[config.mk]
export PLATFORM = sky130hd
export DESIGN_NAME = mips32_result_dump
export DESIGN_NICKNAME = d
export VERILOG_FILES = /design/src/rtl/mips32_pkg.sv /design/src/rtl/mips32_result_dump.sv
export SDC_FILE = /design/constraint.sdc
export NUM_CORES = 1
export LEC_CHECK = 0
export CORE_AREA = 2 2 86 88
export DETAILED_ROUTE_END_ITERATION = 7
export DIE_AREA = 0 0 88 90
export DONT_BUFFER_PORTS = 1
export PLACE_DENSITY = 0.42
export SLEW_MARGIN = 20
export SYNTH_ARGS = -nofsm -noshare
export SYNTH_HDL_FRONTEND = slang
export SYNTH_SLANG_ARGS = --single-unit
[constraint.sdc]
create_clock -name clk1 -period 2.05 [get_ports clk1]
set_input_delay 0.1025 -clock clk1 [delete_from_list [all_inputs] [get_ports clk1]]
set_output_delay 0.1025 -clock clk1 [all_outputs]
set_load 0.005 [all_outputs]
[src/rtl/mips32_pkg.sv]
// mips32_pkg: types and constants shared by the MIPS32 pipeline and its result-dump engine
package mips32_pkg;
  localparam int DATA_W_DFLT = 32;
  localparam int ADDR_W_DFLT = 5;
  localparam logic [5:0] OP_HLT = 6'b111111;
  typedef enum logic [2:0] {S_IDLE, S_RD, S_WT, S_SEND, S_SUM, S_DONE} dump_state_e;
endpackage

[src/rtl/mips32_result_dump.sv]
// mips32_result_dump: on a HALTED rising edge, reads R0..NUM_REGS-1 and streams (idx,value) beats
//   clk1/rst_n            : clock, async active-low reset
//   halted                : core halted level; a rising edge starts one dump
//   rf_rd_en/rf_rd_addr   : register-file read request; rf_rd_data returns one cycle later
//   dump_valid/dump_ready : beat handshake carrying dump_idx, dump_data, dump_sum
//   dump_done             : one-cycle pulse after the final beat is accepted
//   MIPS32_DUMP_CHECKSUM_EN: when defined, appends an XOR checksum beat (dump_sum=1)
module mips32_result_dump
  import mips32_pkg::*;
#(
  parameter int NUM_REGS = 6,
  parameter int DATA_W   = DATA_W_DFLT,
  parameter int ADDR_W   = ADDR_W_DFLT
) (
  input  logic              clk1,
  input  logic              rst_n,
  input  logic              halted,
  output logic              rf_rd_en,
  output logic [ADDR_W-1:0] rf_rd_addr,
  input  logic [DATA_W-1:0] rf_rd_data,
  output logic              dump_valid,
  input  logic              dump_ready,
  output logic [ADDR_W-1:0] dump_idx,
  output logic [DATA_W-1:0] dump_data,
  output logic              dump_sum,
  output logic              dump_done
);
  localparam logic [ADDR_W-1:0] LAST = ADDR_W'(NUM_REGS - 1);
  dump_state_e       r_state;
  logic              r_halted_q, r_armed, r_abort, r_rd_en, r_valid, r_done;
  logic [ADDR_W-1:0] r_idx, r_dump_idx;
  logic [DATA_W-1:0] r_data;
  logic              w_start, w_hs, w_stop, w_last;
`ifdef MIPS32_DUMP_CHECKSUM_EN
  logic              r_sum;
  logic [DATA_W-1:0] r_acc;
  assign dump_sum = r_sum;
`else
  assign dump_sum = 1'b0;
`endif
  // r_armed blocks a dump on the first cycle after reset, so a halted level
  // already high through reset is not mistaken for a fresh rising edge
  assign w_start = halted & ~r_halted_q & r_armed;
  assign w_hs    = r_valid & dump_ready;
  // a halted drop seen while a beat was stalled is remembered in r_abort
  assign w_stop  = r_abort | ~halted;
  assign w_last  = r_idx == LAST;
  assign rf_rd_en   = r_rd_en;
  assign rf_rd_addr = r_idx;
  assign dump_valid = r_valid;
  assign dump_idx   = r_dump_idx;
  assign dump_data  = r_data;
  assign dump_done  = r_done;
  always_ff @(posedge clk1 or negedge rst_n) begin
    if (!rst_n) begin
      r_state    <= S_IDLE;
      r_halted_q <= 1'b0;
      r_armed    <= 1'b0;
      r_abort    <= 1'b0;
      r_rd_en    <= 1'b0;
      r_valid    <= 1'b0;
      r_done     <= 1'b0;
      r_idx      <= '0;
      r_dump_idx <= '0;
      r_data     <= '0;
`ifdef MIPS32_DUMP_CHECKSUM_EN
      r_sum      <= 1'b0;
      r_acc      <= '0;
`endif
    end else begin
      r_halted_q <= halted;
      r_armed    <= 1'b1;
      r_rd_en    <= 1'b0;
      r_done     <= 1'b0;
      case (r_state)
        S_IDLE: if (w_start) begin
          r_idx   <= '0;
          r_abort <= 1'b0;
          r_rd_en <= 1'b1;
          r_state <= S_RD;
`ifdef MIPS32_DUMP_CHECKSUM_EN
          r_acc   <= '0;
`endif
        end
        S_RD: r_state <= halted ? S_WT : S_IDLE;
        S_WT: if (!halted) r_state <= S_IDLE;
        else begin
          r_data     <= rf_rd_data;
          r_dump_idx <= r_idx;
          r_valid    <= 1'b1;
          r_state    <= S_SEND;
`ifdef MIPS32_DUMP_CHECKSUM_EN
          r_acc      <= r_acc ^ rf_rd_data;
`endif
        end
        S_SEND: if (w_hs) begin
          r_valid <= 1'b0;
          if (w_stop) r_state <= S_IDLE;
          else if (w_last) begin
`ifdef MIPS32_DUMP_CHECKSUM_EN
            r_valid    <= 1'b1;
            r_sum      <= 1'b1;
            r_dump_idx <= '0;
            r_data     <= r_acc;
            r_state    <= S_SUM;
`else
            r_done     <= 1'b1;
            r_state    <= S_DONE;
`endif
          end else begin
            r_idx   <= r_idx + 1'b1;
            r_rd_en <= 1'b1;
            r_state <= S_RD;
          end
        end else if (!halted) r_abort <= 1'b1;
`ifdef MIPS32_DUMP_CHECKSUM_EN
        S_SUM: if (w_hs) begin
          r_valid <= 1'b0;
          r_sum   <= 1'b0;
          r_done  <= ~w_stop;
          r_state <= w_stop ? S_IDLE : S_DONE;
        end else if (!halted) r_abort <= 1'b1;
`endif
        default: r_state <= S_IDLE;
      endcase
    end
  end
endmodule
# == After elaboration in Yosys (flattened, before gate mapping) ==
# Index checks and enable logic that the tools add are counted.
# word_totals
regBits,51
out_inout_bits,46
# op_classes
n_addsub,1
n_eq_ne,11
n_mux,28
n_bitwise,6
n_reduce_logical,8
# op_table
operator,count
$mux 5,4
$ne 2x2->1 const B,7
$mux 1,13
$mux 3,4
$pmux 3 s4,1
$pmux 5 s2,1
$eq 3x2->1 const B,2
$pmux 1 s2,3
$add 5x1->5 const B,1
$eq 5x3->1 const B,1
$reduce_and 5->1,1
$mux 2,2
$reduce_and 2->1,2
$reduce_and 4->1,1
$reduce_bool 2->1,2
$and 1x1->1,3
$eq 3x1->1 const B,1
$logic_not 3->1,1
$reduce_and 3->1,1
$not 1->1,2
$or 1x1->1,1

# == Longest topological paths before layout ==
# depth
word_depth,5
depth_mapped,6
mapped_depth_nobuf,6

# == Least setup slack after synthesis ==
# OpenSTA, ideal clock, no wires.
# synth_timing
path_type,flip-flop to flip-flop
from,reg r_state[0]
to,reg r_idx[4] (netlist: rf_rd_addr[4])
setup_time_ns,0.118
t_arrival_ns,1.611
required_time_ns,1.932
setup_slack_ns,0.321
path_stages_with_launch,6
n_path_buf,1
synth_period_minus_slack_ns,1.729
cell_sequence,dfrtp_1 -> or3b_1 -> or3_1 -> buf_2 -> a22o_1 -> a21o_1
# synth_via
elab_chain_len,3
word_cells_on_any_way,9
# synth_lines
element,line,source
start: declaration,mips32_result_dump.sv:29,dump_state_e r_state;
start signal: assignment,mips32_result_dump.sv:85,S_RD: r_state <= halted ? S_WT : S_IDLE;
$eq 3x2->1 / $logic_not 3->1 (equally long branches),mips32_result_dump.sv:75,case (r_state)
$ne 2x2->1 (no source line) / $reduce_bool 2->1 (equally long branches),--,
$reduce_and 5->1 (no source line),--,
end signal: assignment,mips32_result_dump.sv:111,r_idx <= r_idx + 1'b1;
end: declaration,mips32_result_dump.sv:31,"logic [ADDR_W-1:0] r_idx, r_dump_idx;"
# Several ways; a longest one is shown, not always the timed one.
# A chain may end at the register's enable or synchronous reset.

# == Worst setup path in the final report ==
# layout_timing
from,reg r_state[2]
to,reg r_idx[4] (netlist: rf_rd_addr[4])
# Same word-level chain as after synthesis.

==> results.sh <==
export IMPL_status="finished clean"
export IMPL_wl_per_cell_um=15.1
export IMPL_fin_setup_tns_ps=0
export IMPL_grt_pass1_wl_um=6700
export IMPL_final_hold_violation_count=0
export IMPL_hp_class="in -> reg"
export IMPL_fmax_mhz=526
export IMPL_pre_cts_slack_ps=176
export IMPL_wirelength_um=4240
export IMPL_cts_root_buf="clkbuf_8"
export IMPL_design_core_area_sq_um=7020
export IMPL_grt_overflow=0
export IMPL_final_cell_mix="dfrtp_1 (51), mux2_2 (37), dlygate4sd3_1 (34)"
export IMPL_antenna_left=0
export IMPL_final_setup_viol_count=0
export IMPL_setup_slack_ps=150
export IMPL_yosysTopAreaCellShare_pct=63.2
export IMPL_critPathLaunchType="flip-flop"
export IMPL_place_area_sq_um=2130
export IMPL_synthToLayoutAreaGrowth_pct=28.9
export IMPL_period_minus_slack_ps=1900
export IMPL_synth_avg_cell_area_sq_um=13.9
export IMPL_critical_path_class="reg -> reg"
export IMPL_drc=0
export IMPL_yosysUniqueCellTypes=27
export IMPL_cp_data_required_time_ps=2240
export IMPL_cts_max_path_buffers=2
export IMPL_drive_above_1_share_pct=25.3
export IMPL_finClkSkew_ps=3.84
export IMPL_hpwl_um=2770
export IMPL_whs_ps=63.6
export IMPL_stdcell_count=281
export IMPL_gp_congestion=0.757
export IMPL_postSynthCellCount=145
export IMPL_p_leak_nw=1.12
export IMPL_synth_area_top_cells="dfrtp_1 (63%), mux2_2 (21%), nand3_1 (2.0%)"
export IMPL_drt_iter0_drc=33
export IMPL_cts_htree_levels=2
export IMPL_syn_nets=183
export IMPL_p_per_area_nw_per_um2=1240
export IMPL_dp_cells=239
export IMPL_finalNetCount=220
export IMPL_track_usage_pct=11.0
export IMPL_via_per_inst=4.51
export IMPL_synth_seq_cells=51
export IMPL_cts_made_buffers=5
export IMPL_antenna_found_initial=0
export IMPL_grt_max_degree=52
export IMPL_syn_cell_area_sq_um=2020
export IMPL_peakVddDrop_uv=454
export IMPL_maxCapViolations=0
export IMPL_cts_setup_buffers=0
export IMPL_final_common_cell="dfrtp_1"
export IMPL_end_kind="flip-flop"
export IMPL_cts_tree="built"
export IMPL_clk_latency_ps=290
export IMPL_worstPathMaxFanout=7
export IMPL_grt_setup_unrepaired="no"
export IMPL_synth_top_cell_by_area="dfrtp_1"
export IMPL_n_antenna_cell=0
export IMPL_grt_pass1_vias=1373
export IMPL_row_count=31
export IMPL_synth_warnings=0
export IMPL_start_util_pct=28.8
export IMPL_die_y_um=90
export IMPL_seq_area_frac_synth_pct=63.2
export IMPL_vias=1266
export IMPL_first_pass_iters=4
export IMPL_fp_dieW_um=88
export IMPL_die_area_sq_um=7920
export IMPL_slew_violations=0
export IMPL_portBuffers=0
export IMPL_final_area_sq_um=2610
export IMPL_cts_sinks=51
export IMPL_num_io_pins=82
export IMPL_period_share_pct=92.7
export IMPL_arrival_ps=2090
export IMPL_cts_clk_slew_worst_paths_ps=80
-- Yosys cell counts --
library cell,instances
o211ai_1,1
nand2b_1,1
o21ai_0,2
nand2_1,3
mux2_2,37
xor2_1,1
nor2_1,10
and4b_1,1
or4_1,1
nand3_1,8
nor3_1,1
a22o_1,1
nor2b_1,1
buf_2,3
a221oi_1,1
and3b_1,1
ha_1,2
nand4bb_1,1
conb_1,2
or3_1,2
buf_4,3
inv_1,4
nand4_1,1
a21o_1,1
a21oi_1,4
dfrtp_1,51
or3b_1,1
-- logic make-up after synthesis --
family	Yosys count	share of synthesized area, %
AO/OA/AOI/OAI	10	3.10
XOR/XNOR	1	0.434
adder cells (fa/ha/maj)	2	1.24
buffers and inverters	10	2.60
flip-flops	51	63.2
multiplexers	37	20.6
other	2	0.372
AND/OR/NAND/NOR	32	8.48
-- cell type report --
type / instances / area, sq um
clock buffer: 6 / 72.6
clock inverter: 1 / 30.0
fill: 671 / 4420
inverter: 4 / 15.0
multi-input combinational: 84 / 699
sequential: 51 / 1280
tap: 99 / 124
timing repair buffer: 36 / 388
-- state kept, by name, indices dropped and copies added, names as in the netlist --
name        count
dump_done       1
rf_rd_addr      5
dump_idx        5
r_abort         1
r_halted_q      1
dump_valid      1
r_armed         1
rf_rd_en        1
r_state         3
dump_data      32
-- power by group --
group / switching, W / leakage, nW / total [W] / internal, W
Sequential: 0.000369 / 0.630 / 0.00180 / 0.00143
Combinational: 0.000290 / 0.442 / 0.000767 / 0.000477
Clock: 0.000302 / 0.0513 / 0.000660 / 0.000358
-- through the flow --
| stage | total power, W | utilization [%] |
|---|---|---|
| 4_1_cts | 0.00329 | 37.1 |
| 2_1_floorplan | 0.00231 | - |
| 3_3_place_gp | 0.00248 | 30.4 |
| 5_1_grt | 0.00345 | 37.1 |
| 3_5_place_dp | 0.00253 | 30.4 |
| 6_report | 0.00322 | 37.1 |
-- critical path, cell delays in order, from the launching register on --
cell and delay [ps]:
dfrtp_1 450, or3b_1 440, or3_1 480, a22o_1 250
a21o_1 170
-- metal layers --
layer	wire, um	GRT usage (%)
met1	1670	12.2
met2	2240	18.9
met3	284	3.95
met4	42	4.23
met5	0	0
-- path summary, 6_finish.rpt --
path                       cells past startpoint                        end  slack, ps                   start
hold / removal                                 3        r_abort$_DFFE_PN0P_         60                  halted
setup reg to reg                               4  rf_rd_addr[4]$_DFFE_PN0P_        150  r_state[2]$_DFFE_PN0P_
setup / recovery                               4  rf_rd_addr[4]$_DFFE_PN0P_        150  r_state[2]$_DFFE_PN0P_
max in group asynchronous                      2  dump_data[30]$_DFFE_PN0P_       1510                   rst_n
hold reg to reg                                2        r_abort$_DFFE_PN0P_        530     r_abort$_DFFE_PN0P_
min in group asynchronous                      2  dump_data[22]$_DFFE_PN0P_        320                   rst_n
-- what timing repair did --
action	4_1_cts	5_1_grt
resized for setup	0	0
hold endpoints to repair	86	0
hold buffers	35	0
No activity file was read; power rests on OpenSTA's default activity.
